[src/rtl/pwm_analyzer_mc_pkg.sv]
// Shared encodings for the multi-channel PWM analyzer: class codes, channel
// FSM states and seven-segment glyphs.
package pwm_analyzer_pkg;

  typedef enum logic [1:0] {
    CLS_LOST = 2'd0,
    CLS_LOW  = 2'd1,
    CLS_MID  = 2'd2,
    CLS_HIGH = 2'd3
  } cls_e;

  typedef enum logic [1:0] {
    WAIT_LOW  = 2'd0,
    WAIT_RISE = 2'd1,
    MEASURE   = 2'd2
  } ch_state_e;

  localparam logic [6:0] SEG_LOST = 7'b0000000;
  localparam logic [6:0] SEG_LOW  = 7'b0111000;
  localparam logic [6:0] SEG_MID  = 7'b1000000;
  localparam logic [6:0] SEG_HIGH = 7'b1110110;
  localparam logic [6:0] SEG_ERR  = 7'b1111001;

  function automatic logic [6:0] seg_of(input logic [1:0] c);
    case (cls_e'(c))
      CLS_LOW:  return SEG_LOW;
      CLS_MID:  return SEG_MID;
      CLS_HIGH: return SEG_HIGH;
      default:  return SEG_LOST;
    endcase
  endfunction

endpackage

[src/rtl/pwm_analyzer_mc_channel.sv]
// One PWM channel: input synchronizer, pulse-width FSM, timeout watchdog and
// hysteretic classifier.
module pwm_channel
  import pwm_analyzer_pkg::*;
#(
  parameter int CNT_W       = 12,
  parameter int MAX_COUNT   = 2000,
  parameter int HIGH_THR    = 1900,
  parameter int LOW_THR     = 1100,
  parameter int HYST        = 20,
  parameter int TIMEOUT_CYC = 25000
) (
  input  logic             clk,
  input  logic             rst_n,
  input  logic             ena,
  input  logic             pwm,
  output logic             valid,
  output logic             err,
  output logic [1:0]       cls,
  output logic [CNT_W-1:0] width
);

  localparam int TMO_W = $clog2(TIMEOUT_CYC + 1);
  localparam logic [TMO_W-1:0] TMO_END  = TMO_W'(TIMEOUT_CYC);
  localparam logic [TMO_W-1:0] TMO_LAST = TMO_W'(TIMEOUT_CYC - 1);
  localparam logic [CNT_W-1:0] CNT_MAX  = CNT_W'(MAX_COUNT);
  localparam logic [CNT_W-1:0] HI_ENTER = CNT_W'(HIGH_THR);
  localparam logic [CNT_W-1:0] LO_ENTER = CNT_W'(LOW_THR);
  localparam logic [CNT_W-1:0] HI_EXIT  = CNT_W'(HIGH_THR - HYST);
  localparam logic [CNT_W-1:0] LO_EXIT  = CNT_W'(LOW_THR + HYST);

  if (MAX_COUNT + 1 >= (1 << CNT_W)) begin : g_cnt_w_check
    $error("CNT_W too narrow for MAX_COUNT");
  end

  logic             s_meta, s_sync, s_dly;
  logic             rise, fall;
  ch_state_e        state, state_n;
  logic             cap, ovf;
  logic [CNT_W-1:0] cnt, cap_w;
  logic [TMO_W-1:0] tmo;
  logic [1:0]       vld_pipe;
  cls_e             cls_q, cls_n;

  // Preset high so a pulse already in progress at reset never looks like a rise.
  always_ff @(posedge clk) begin
    if (!rst_n) {s_meta, s_sync, s_dly} <= 3'b111;
    else begin
      s_meta <= pwm;
      s_sync <= s_meta;
      s_dly  <= s_sync;
    end
  end

  assign rise = s_sync & ~s_dly;
  assign fall = ~s_sync & s_dly;

  always_comb begin
    state_n = state;
    cap     = 1'b0;
    ovf     = 1'b0;
    case (state)
      WAIT_LOW:  if (!s_sync) state_n = WAIT_RISE;
      WAIT_RISE: if (rise) state_n = MEASURE;
      MEASURE: begin
        if (fall) begin
          cap     = 1'b1;
          state_n = WAIT_RISE;
        end else if (cnt == CNT_MAX) begin
          ovf     = 1'b1;
          state_n = WAIT_LOW;
        end
      end
      default: state_n = WAIT_LOW;
    endcase
  end

  always_comb begin
    if (cap_w > HI_ENTER)      cls_n = CLS_HIGH;
    else if (cap_w < LO_ENTER) cls_n = CLS_LOW;
    else                       cls_n = CLS_MID;
    if (cls_q == CLS_HIGH && cap_w >= HI_EXIT) cls_n = CLS_HIGH;
    if (cls_q == CLS_LOW && cap_w <= LO_EXIT)  cls_n = CLS_LOW;
  end

  // Capture is staged once so the result lands three cycles after the low sample.
  always_ff @(posedge clk) begin
    if (!rst_n || !ena) begin
      state    <= WAIT_LOW;
      cnt      <= '0;
      cap_w    <= '0;
      tmo      <= '0;
      vld_pipe <= '0;
      width    <= '0;
      cls_q    <= CLS_LOST;
      err      <= 1'b0;
    end else begin
      state    <= state_n;
      vld_pipe <= {vld_pipe[0], cap};
      if (state == WAIT_RISE && rise)             cnt <= CNT_W'(1);
      else if (state == MEASURE && s_sync && !ovf) cnt <= cnt + 1'b1;
      if (cap) cap_w <= cnt;
      if (ovf) err <= 1'b1;
      if (rise)                tmo <= '0;
      else if (tmo != TMO_END) tmo <= tmo + 1'b1;
      if (vld_pipe[0]) begin
        width <= cap_w;
        cls_q <= cls_n;
      end else if (!rise && tmo == TMO_LAST) begin
        cls_q <= CLS_LOST;
      end
    end
  end

  assign valid = vld_pipe[1];
  assign cls   = cls_q;

endmodule

[src/rtl/pwm_analyzer_mc.sv]
// Multi-channel PWM analyzer: per-channel measurement plus a registered
// seven-segment / width readout of the selected channel.
module pwm_analyzer_mc
  import pwm_analyzer_pkg::*;
#(
  parameter int NUM_CH      = 3,
  parameter int CNT_W       = 12,
  parameter int MAX_COUNT   = 2000,
  parameter int HIGH_THR    = 1900,
  parameter int LOW_THR     = 1100,
  parameter int HYST        = 20,
  parameter int TIMEOUT_CYC = 25000
) (
  input  logic                                        clk,
  input  logic                                        rst_n,
  input  logic                                        ena,
  input  logic [NUM_CH-1:0]                           pwm_in,
  input  logic [(NUM_CH > 1 ? $clog2(NUM_CH) : 1)-1:0] sel,
  output logic [6:0]                                  seg,
  output logic [2*NUM_CH-1:0]                         class_o,
  output logic [CNT_W-1:0]                            width_o,
  output logic [NUM_CH-1:0]                           valid_o,
  output logic [NUM_CH-1:0]                           err_o
);

  localparam int SEL_W = (NUM_CH > 1) ? $clog2(NUM_CH) : 1;

  if (NUM_CH < 1 || NUM_CH > 8) begin : g_num_ch_check
    $error("NUM_CH must be 1..8");
  end

  logic [NUM_CH-1:0][CNT_W-1:0] ch_width;
  logic                         sel_hit;
  logic [1:0]                   sel_cls;
  logic [CNT_W-1:0]             sel_w;

  for (genvar i = 0; i < NUM_CH; i++) begin : g_ch
    pwm_channel #(
      .CNT_W      (CNT_W),
      .MAX_COUNT  (MAX_COUNT),
      .HIGH_THR   (HIGH_THR),
      .LOW_THR    (LOW_THR),
      .HYST       (HYST),
      .TIMEOUT_CYC(TIMEOUT_CYC)
    ) u_ch (
      .clk  (clk),
      .rst_n(rst_n),
      .ena  (ena),
      .pwm  (pwm_in[i]),
      .valid(valid_o[i]),
      .err  (err_o[i]),
      .cls  (class_o[2*i +: 2]),
      .width(ch_width[i])
    );
  end

  always_comb begin
    sel_hit = 1'b0;
    sel_cls = '0;
    sel_w   = '0;
    for (int i = 0; i < NUM_CH; i++) begin
      if (sel == SEL_W'(i)) begin
        sel_hit = 1'b1;
        sel_cls = class_o[2*i +: 2];
        sel_w   = ch_width[i];
      end
    end
  end

  always_ff @(posedge clk) begin
    if (!rst_n || !ena) begin
      seg     <= '0;
      width_o <= '0;
    end else if (!sel_hit) begin
      seg     <= SEG_ERR;
      width_o <= '0;
    end else begin
      seg     <= seg_of(sel_cls);
      width_o <= sel_w;
    end
  end

endmodule

[config.mk]
export PLATFORM = sky130hd
export DESIGN_NAME = pwm_analyzer_mc
export DESIGN_NICKNAME = d
export VERILOG_FILES = /design/src/rtl/pwm_analyzer_mc_pkg.sv /design/src/rtl/pwm_analyzer_mc_channel.sv /design/src/rtl/pwm_analyzer_mc.sv
export SDC_FILE = /design/constraint.sdc
export NUM_CORES = 1
export LEC_CHECK = 0
export CELL_PAD_IN_SITES_DETAIL_PLACEMENT = 0
export CELL_PAD_IN_SITES_GLOBAL_PLACEMENT = 2
export CORE_MARGIN = 2
export CORE_UTILIZATION = 40
export DETAILED_ROUTE_END_ITERATION = 6
export PLACE_DENSITY_LB_ADDON = 0.1
export SYNTH_ARGS = -nofsm -noshare
export SYNTH_HDL_FRONTEND = slang
export SYNTH_SLANG_ARGS = --single-unit
[constraint.sdc]
create_clock -name clk -period 4.95 [get_ports clk]
set_clock_uncertainty 0.05 [all_clocks]
set_input_delay 0.99 -clock clk [delete_from_list [all_inputs] [get_ports clk]]
set_output_delay 0.99 -clock clk [all_outputs]
set_load 0.02 [all_outputs]
==> impl_metrics.env, run 1 <==
export IMPL_cp_end_kind="flip-flop"
export IMPL_worst_slew_pin_slew_ps=1080
export IMPL_cap_violations=0
export IMPL_synth_seq_area_share_pct=47.4
export IMPL_min_from="g_ch[0].u_ch.s_meta"
export IMPL_dp_slack_ps=1480
export IMPL_status="finished, final reports clean"
export IMPL_fin_setup_tns_ps=0
export IMPL_slowest_stage="clkdlybuf4s50_1"
export IMPL_die_area_um2=22300
export IMPL_clk_latency_ps=430
export IMPL_rsz0062_at_grt="false"
export IMPL_timing_final_crit_share_pct=60.1
export IMPL_cp_required_ps=5250
export IMPL_ys_ff_latch=200
export IMPL_power_density_nw_per_um2=325
export IMPL_clkSinkCount=200
export IMPL_vias=6436
export IMPL_wirelength_mm=18.4
export IMPL_grt_pass1_wl_mm=31.2
export IMPL_fmax_mhz=336
export IMPL_io_buffers=38
export IMPL_drcViolationCount=0
export IMPL_reg2reg_from="g_ch[1].u_ch.tmo[10]"
export IMPL_synthArstFlopShare_pct=0
export IMPL_cts_tree="yes"
export IMPL_relSlewSlack_pct=27.5
export IMPL_layout_setup_ws_ps=1980
export IMPL_finalMaxSlewViolations=0
export IMPL_setup_viol=0
export IMPL_grt_pass1_vias=5997
export IMPL_grt_overflow=0
export IMPL_io_pins=39
export IMPL_die_h_um=149
export IMPL_ff2ff_setup_slack_ps=2930
export IMPL_cts_setup_buffers=0
export IMPL_dpl_cell_count=1250
export IMPL_ys_flop_type="dfxtp_1"
export IMPL_final_common_cell="dfxtp_1"
export IMPL_synth_area_per_cell_um2=8.60
export IMPL_cts_resized=0
export IMPL_critical_path_cell_chain="clkdlybuf4s50_1 > and2_1 > o21ai_1 > a21oi_1"
export IMPL_syn_area_um2=8440
export IMPL_worstPathMaxFanout=15
export IMPL_nFillCells=2123
export IMPL_grtUsageTotal_pct=17.3
export IMPL_leakage_nw=3.11
export IMPL_min_path_type="flip-flop to flip-flop"
export IMPL_crit_path_max_incr_delay_ps=740
export IMPL_start_util_pct=40.4
export IMPL_crit_arrival_ps=3270
export IMPL_grt_max_degree=68
export IMPL_coreArea_um2=20900
export IMPL_crit_type="primary input to flip-flop"
export IMPL_place_congestion=0.724
export IMPL_yosysWarnings=0
export IMPL_start_kind="primary input"
export IMPL_drt_pass1_iterations=5
export IMPL_synth_edf_count=0
export IMPL_synthCells=981
export IMPL_final_cells=1281
export IMPL_htreeDepth=4
export IMPL_dp_hpwl_mm=13.0
export IMPL_wl_per_cell_um=14.4
export IMPL_std_cell_rows=53
export IMPL_drive_above_1_share_pct=3.98
export IMPL_final_nets=1014
export IMPL_yosysUniqueCellTypes=52
export IMPL_cp_startpoint="rst_n"
export IMPL_irDropWorstVdd_uv=196
export IMPL_hold_violations=0
export IMPL_antenna_cells=0
export IMPL_cts_clk_slew_worst_paths_ps=70
export IMPL_syn_num_nets=1001
export IMPL_root_buffer="clkbuf_16"
export IMPL_layout_cells_most_common_list="dfxtp_1 (200), nor2_1 (165), nand2_1 (124)"
export IMPL_drt_first_iter_violations=260
export IMPL_fp_dieW_um=149
export IMPL_antenna_found_initial=0
export IMPL_hold_buffers=0
export IMPL_cts_made_buffers=17
export IMPL_cts_buffer_depth=2
export IMPL_antenna_left=0
export IMPL_fin_crit_ps=2970
export IMPL_syn_to_final_growth_pct=13.5
export IMPL_worst_hold_slack_ps=362
export IMPL_post_drt_via_cell_ratio=5.02
layout make-up:
class | count | area (um^2) | share of cell area (%)
Tap cell | 275 | 344 | 3.59
Sequential cell | 200 | 4000 | 41.8
Multi-Input combinational cell | 708 | 4140 | 43.2
Clock inverter | 14 | 176 | 1.84
Timing Repair Buffer | 40 | 395 | 4.13
Clock buffer | 17 | 425 | 4.44
Inverter | 27 | 101 | 1.06
state kept, by name (all words and copies together) (netlist names), 5 cells and up:
name                count
g_ch.u_ch.cap_w        36
g_ch.u_ch.cls           6
g_ch.u_ch.cnt          36
g_ch.u_ch.state         6
g_ch.u_ch.tmo          45
g_ch.u_ch.vld_pipe      6
g_ch.u_ch.width        36
seg                     5
width_o                12
Yosys cell counts, drive strengths merged, types with 16 or more instances:
cell,n,share of area [%]
o21ai,17,1.0
inv,27,1.2
nand3,32,1.9
nand2,125,5.6
nand4,17,1.3
dfxtp,200,47
nand2b,16,1.2
xnor2,26,2.7
xor2,38,3.9
mux2i,53,6.3
clkbuf,34,1.5
nor2,165,7.3
a21oi,80,4.7
worst paths after layout:
path / to / cells past startpoint
worst max-delay path: g_ch[1].u_ch.tmo[5] / 4
worst min-delay path: g_ch[0].u_ch.s_sync / 1
worst max register to register: g_ch[1].u_ch.cls[1] / 5
worst min register to register: g_ch[0].u_ch.s_sync / 1
routing by layer:
| metal | track usage, % | share of wire, % |
|---|---|---|
| met1 | 25.7 | 53 |
| met2 | 25.6 | 43 |
| met3 | 2.87 | 2.6 |
| met4 | 5.43 | 1.1 |
| met5 | 0 | 0 |
metrics by stage:
stage          cell area [um^2]  power, mW  util (%)
5_1_grt                    9580       3.24      45.9
3_3_place_gp               8980       1.73      43.0
6_report                   9580       3.11      45.9
4_1_cts                    9580       3.16      45.9
3_5_place_dp               8980       1.73      43.0
2_1_floorplan              8440       1.71         -
kinds of logic (layout without fill, tap and decap cells):
| family | Yosys count | after routing | synth area share (%) |
|---|---|---|---|
| adder cells (fa/ha/maj) | 12 | 12 | 1.78 |
| flip-flops | 200 | 200 | 47.4 |
| AND/OR/NAND/NOR | 455 | 455 | 25.9 |
| multiplexers | 53 | 53 | 6.29 |
| XOR/XNOR | 64 | 64 | 6.64 |
| buffers and inverters | 73 | 98 | 3.65 |
| AO/OA/AOI/OAI | 124 | 124 | 8.30 |
worst max-delay path: cells and delay by family:
| family | cells | cell delay (ps) |
|---|---|---|
| AOI/OAI and AO/OA | 2 | 850 |
| buffers and inverters | 1 | 740 |
| and+or+nand+nor | 1 | 680 |
where the power goes:
group,internal [mW],switching [mW]
clock network,0.798,0.625
logic,0.0214,0.0485
registers,1.62,0.00563
total,2.43,0.679
Note: power is estimated with default switching activity, not from simulation.
==> run 2, diff against run 1 <==
--- a/config.mk
+++ b/config.mk
@@ -8,7 +8,7 @@
 export CELL_PAD_IN_SITES_DETAIL_PLACEMENT = 0
 export CELL_PAD_IN_SITES_GLOBAL_PLACEMENT = 2
 export CORE_MARGIN = 2
-export CORE_UTILIZATION = 40
+export CORE_UTILIZATION = 37
 export DETAILED_ROUTE_END_ITERATION = 6
 export PLACE_DENSITY_LB_ADDON = 0.1
 export SYNTH_ARGS = -nofsm -noshare
==> constraint.sdc (replaced) <==
create_clock -name clk -period 3.01 [get_ports clk]
set_clock_uncertainty 0.05 [all_clocks]
set_input_delay 0.602 -clock clk [delete_from_list [all_inputs] [get_ports clk]]
set_output_delay 0.602 -clock clk [all_outputs]
set_load 0.02 [all_outputs]
==> impl_metrics.env, run 2 (synthesis results as in run 1) <==
export IMPL_status="finished, final reports clean"
export IMPL_power_density_nw_per_um2=529
export IMPL_worstPathMaxFanout=7
export IMPL_io_buffers=38
export IMPL_wl_per_cell_um=14.7
export IMPL_cts_made_buffers=17
export IMPL_largest_reg_flops=45
export IMPL_drt_first_iter_violations=308
export IMPL_cp_required_ps=2360
export IMPL_final_common_cell="dfxtp_1"
export IMPL_critical_path_top_delay_family="buffers and inverters"
export IMPL_timing_final_crit_share_pct=74.7
export IMPL_setup_viol=0
export IMPL_drive_above_1_share_pct=4.82
export IMPL_drcViolationCount=0
export IMPL_dp_hpwl_mm=13.6
export IMPL_clkSinkCount=200
export IMPL_std_cell_rows=55
export IMPL_grt_pass1_wl_mm=32.1
export IMPL_fin_crit_ps=2250
export IMPL_root_buffer="clkbuf_16"
export IMPL_cap_violations=0
export IMPL_nFillCells=2276
export IMPL_crit_buf_inv=1
export IMPL_hold_buffers=0
export IMPL_start_util_pct=37.5
export IMPL_cts_clk_slew_worst_paths_ps=70
export IMPL_cts_tree="yes"
export IMPL_io_pins=39
export IMPL_cp_end_kind="output pin"
export IMPL_relSlewSlack_pct=21.9
export IMPL_ff2ff_setup_slack_ps=990
export IMPL_place_congestion=0.769
export IMPL_min_path_type="flip-flop to flip-flop"
export IMPL_layout_cells_most_common_list="dfxtp_1 (200), nor2_1 (165), nand2_1 (124)"
export IMPL_htreeDepth=4
export IMPL_crit_arrival_ps=1600
export IMPL_rsz0062_at_grt="false"
export IMPL_crit_type="flip-flop to output pin"
export IMPL_grtUsageTotal_pct=16.5
export IMPL_syn_to_final_growth_pct=14.6
export IMPL_post_drt_via_cell_ratio=4.88
export IMPL_total_power_mw=5.12
export IMPL_fmax_mhz=444
export IMPL_irDropWorstVdd_uv=360
export IMPL_die_area_um2=24000
export IMPL_slowest_stage="clkdlybuf4s50_1"
export IMPL_wirelength_mm=19.1
export IMPL_cts_resized=0
export IMPL_cts_setup_buffers=0
export IMPL_top_register="g_ch.u_ch.tmo"
export IMPL_cts_buffer_depth=2
export IMPL_fp_dieW_um=155
export IMPL_drt_pass1_iterations=4
export IMPL_grt_max_degree=49
export IMPL_critical_path_cell_chain="clkdlybuf4s50_1"
export IMPL_hold_violations=0
export IMPL_die_h_um=155
export IMPL_clk_latency_ps=430
export IMPL_antenna_found_initial=0
export IMPL_start_kind="flip-flop"
export IMPL_fin_setup_tns_ps=0
export IMPL_worst_slew_pin_slew_ps=1160
export IMPL_vias=6358
export IMPL_crit_path_max_incr_delay_ps=670
export IMPL_grt_overflow=0
export IMPL_grt_pass1_vias=6128
export IMPL_finalMaxSlewViolations=0
export IMPL_leakage_nw=3.16
export IMPL_antenna_cells=0
export IMPL_final_nets=1024
export IMPL_coreArea_um2=22500
export IMPL_antenna_left=0
-- run 2: cell count changes in the layout (fill, tap and decap cells not counted), sizes merged --
cell	before	now
buf	2	12
clkbuf	17	21
clkinv	5	1
inv	29	32
bufinv	3	2
clkinvlp	4	3
-- run 2: worst paths after layout --
kind | startpoint | depth (start not counted) | endpoint
worst max-delay path | g_ch[2].u_ch.cls[0] | 1 | class_o[4]
worst min-delay path | g_ch[1].u_ch.s_meta | 1 | g_ch[1].u_ch.s_sync
worst max register to register | g_ch[1].u_ch.cnt[0] | 7 | g_ch[1].u_ch.cnt[3]
worst min register to register | g_ch[1].u_ch.s_meta | 1 | g_ch[1].u_ch.s_sync
-- run 2: stage by stage --
step / instance area, um^2 / cells / setup WS, ps / hold WS, ps / utilization [%]
2_1_floorplan: 8440 / 981 / 1270 / 336 / -
3_3_place_gp: 9080 / 1270 / 689 / 347 / 40.4
3_5_place_dp: 9080 / 1270 / 655 / 347 / 40.4
4_1_cts: 9680 / 1302 / 742 / 376 / 43.0
5_1_grt: 9680 / 1302 / 701 / 406 / 43.0
6_report: 9680 / 1302 / 760 / 369 / 43.0
-- run 2: cell type report --
type	instances	area (um^2)	area share [%]
Sequential cell	200	4000	41.4
Clock inverter	11	135	1.40
Inverter	27	101	1.05
Clock buffer	21	460	4.76
Tap cell	285	357	3.69
Timing Repair Buffer	50	483	4.99
Multi-Input combinational cell	708	4140	42.7
-- run 2: per-layer routing --
layer | GRT usage (%) | share of wire (%) | up-vias
li1 | - | - | 3371
met1 | 24.1 | 55 | 2929
met2 | 25.2 | 42 | 51
met3 | 3.04 | 1.9 | 7
met4 | 4.10 | 0.63 | 0
met5 | 0 | 0 | -
-- run 2: where the power goes --
group          total (mW)  switching (mW)  internal, mW
Sequential           2.67         0.00994          2.66
Clock                2.33            1.04          1.29
Combinational       0.126          0.0818        0.0439
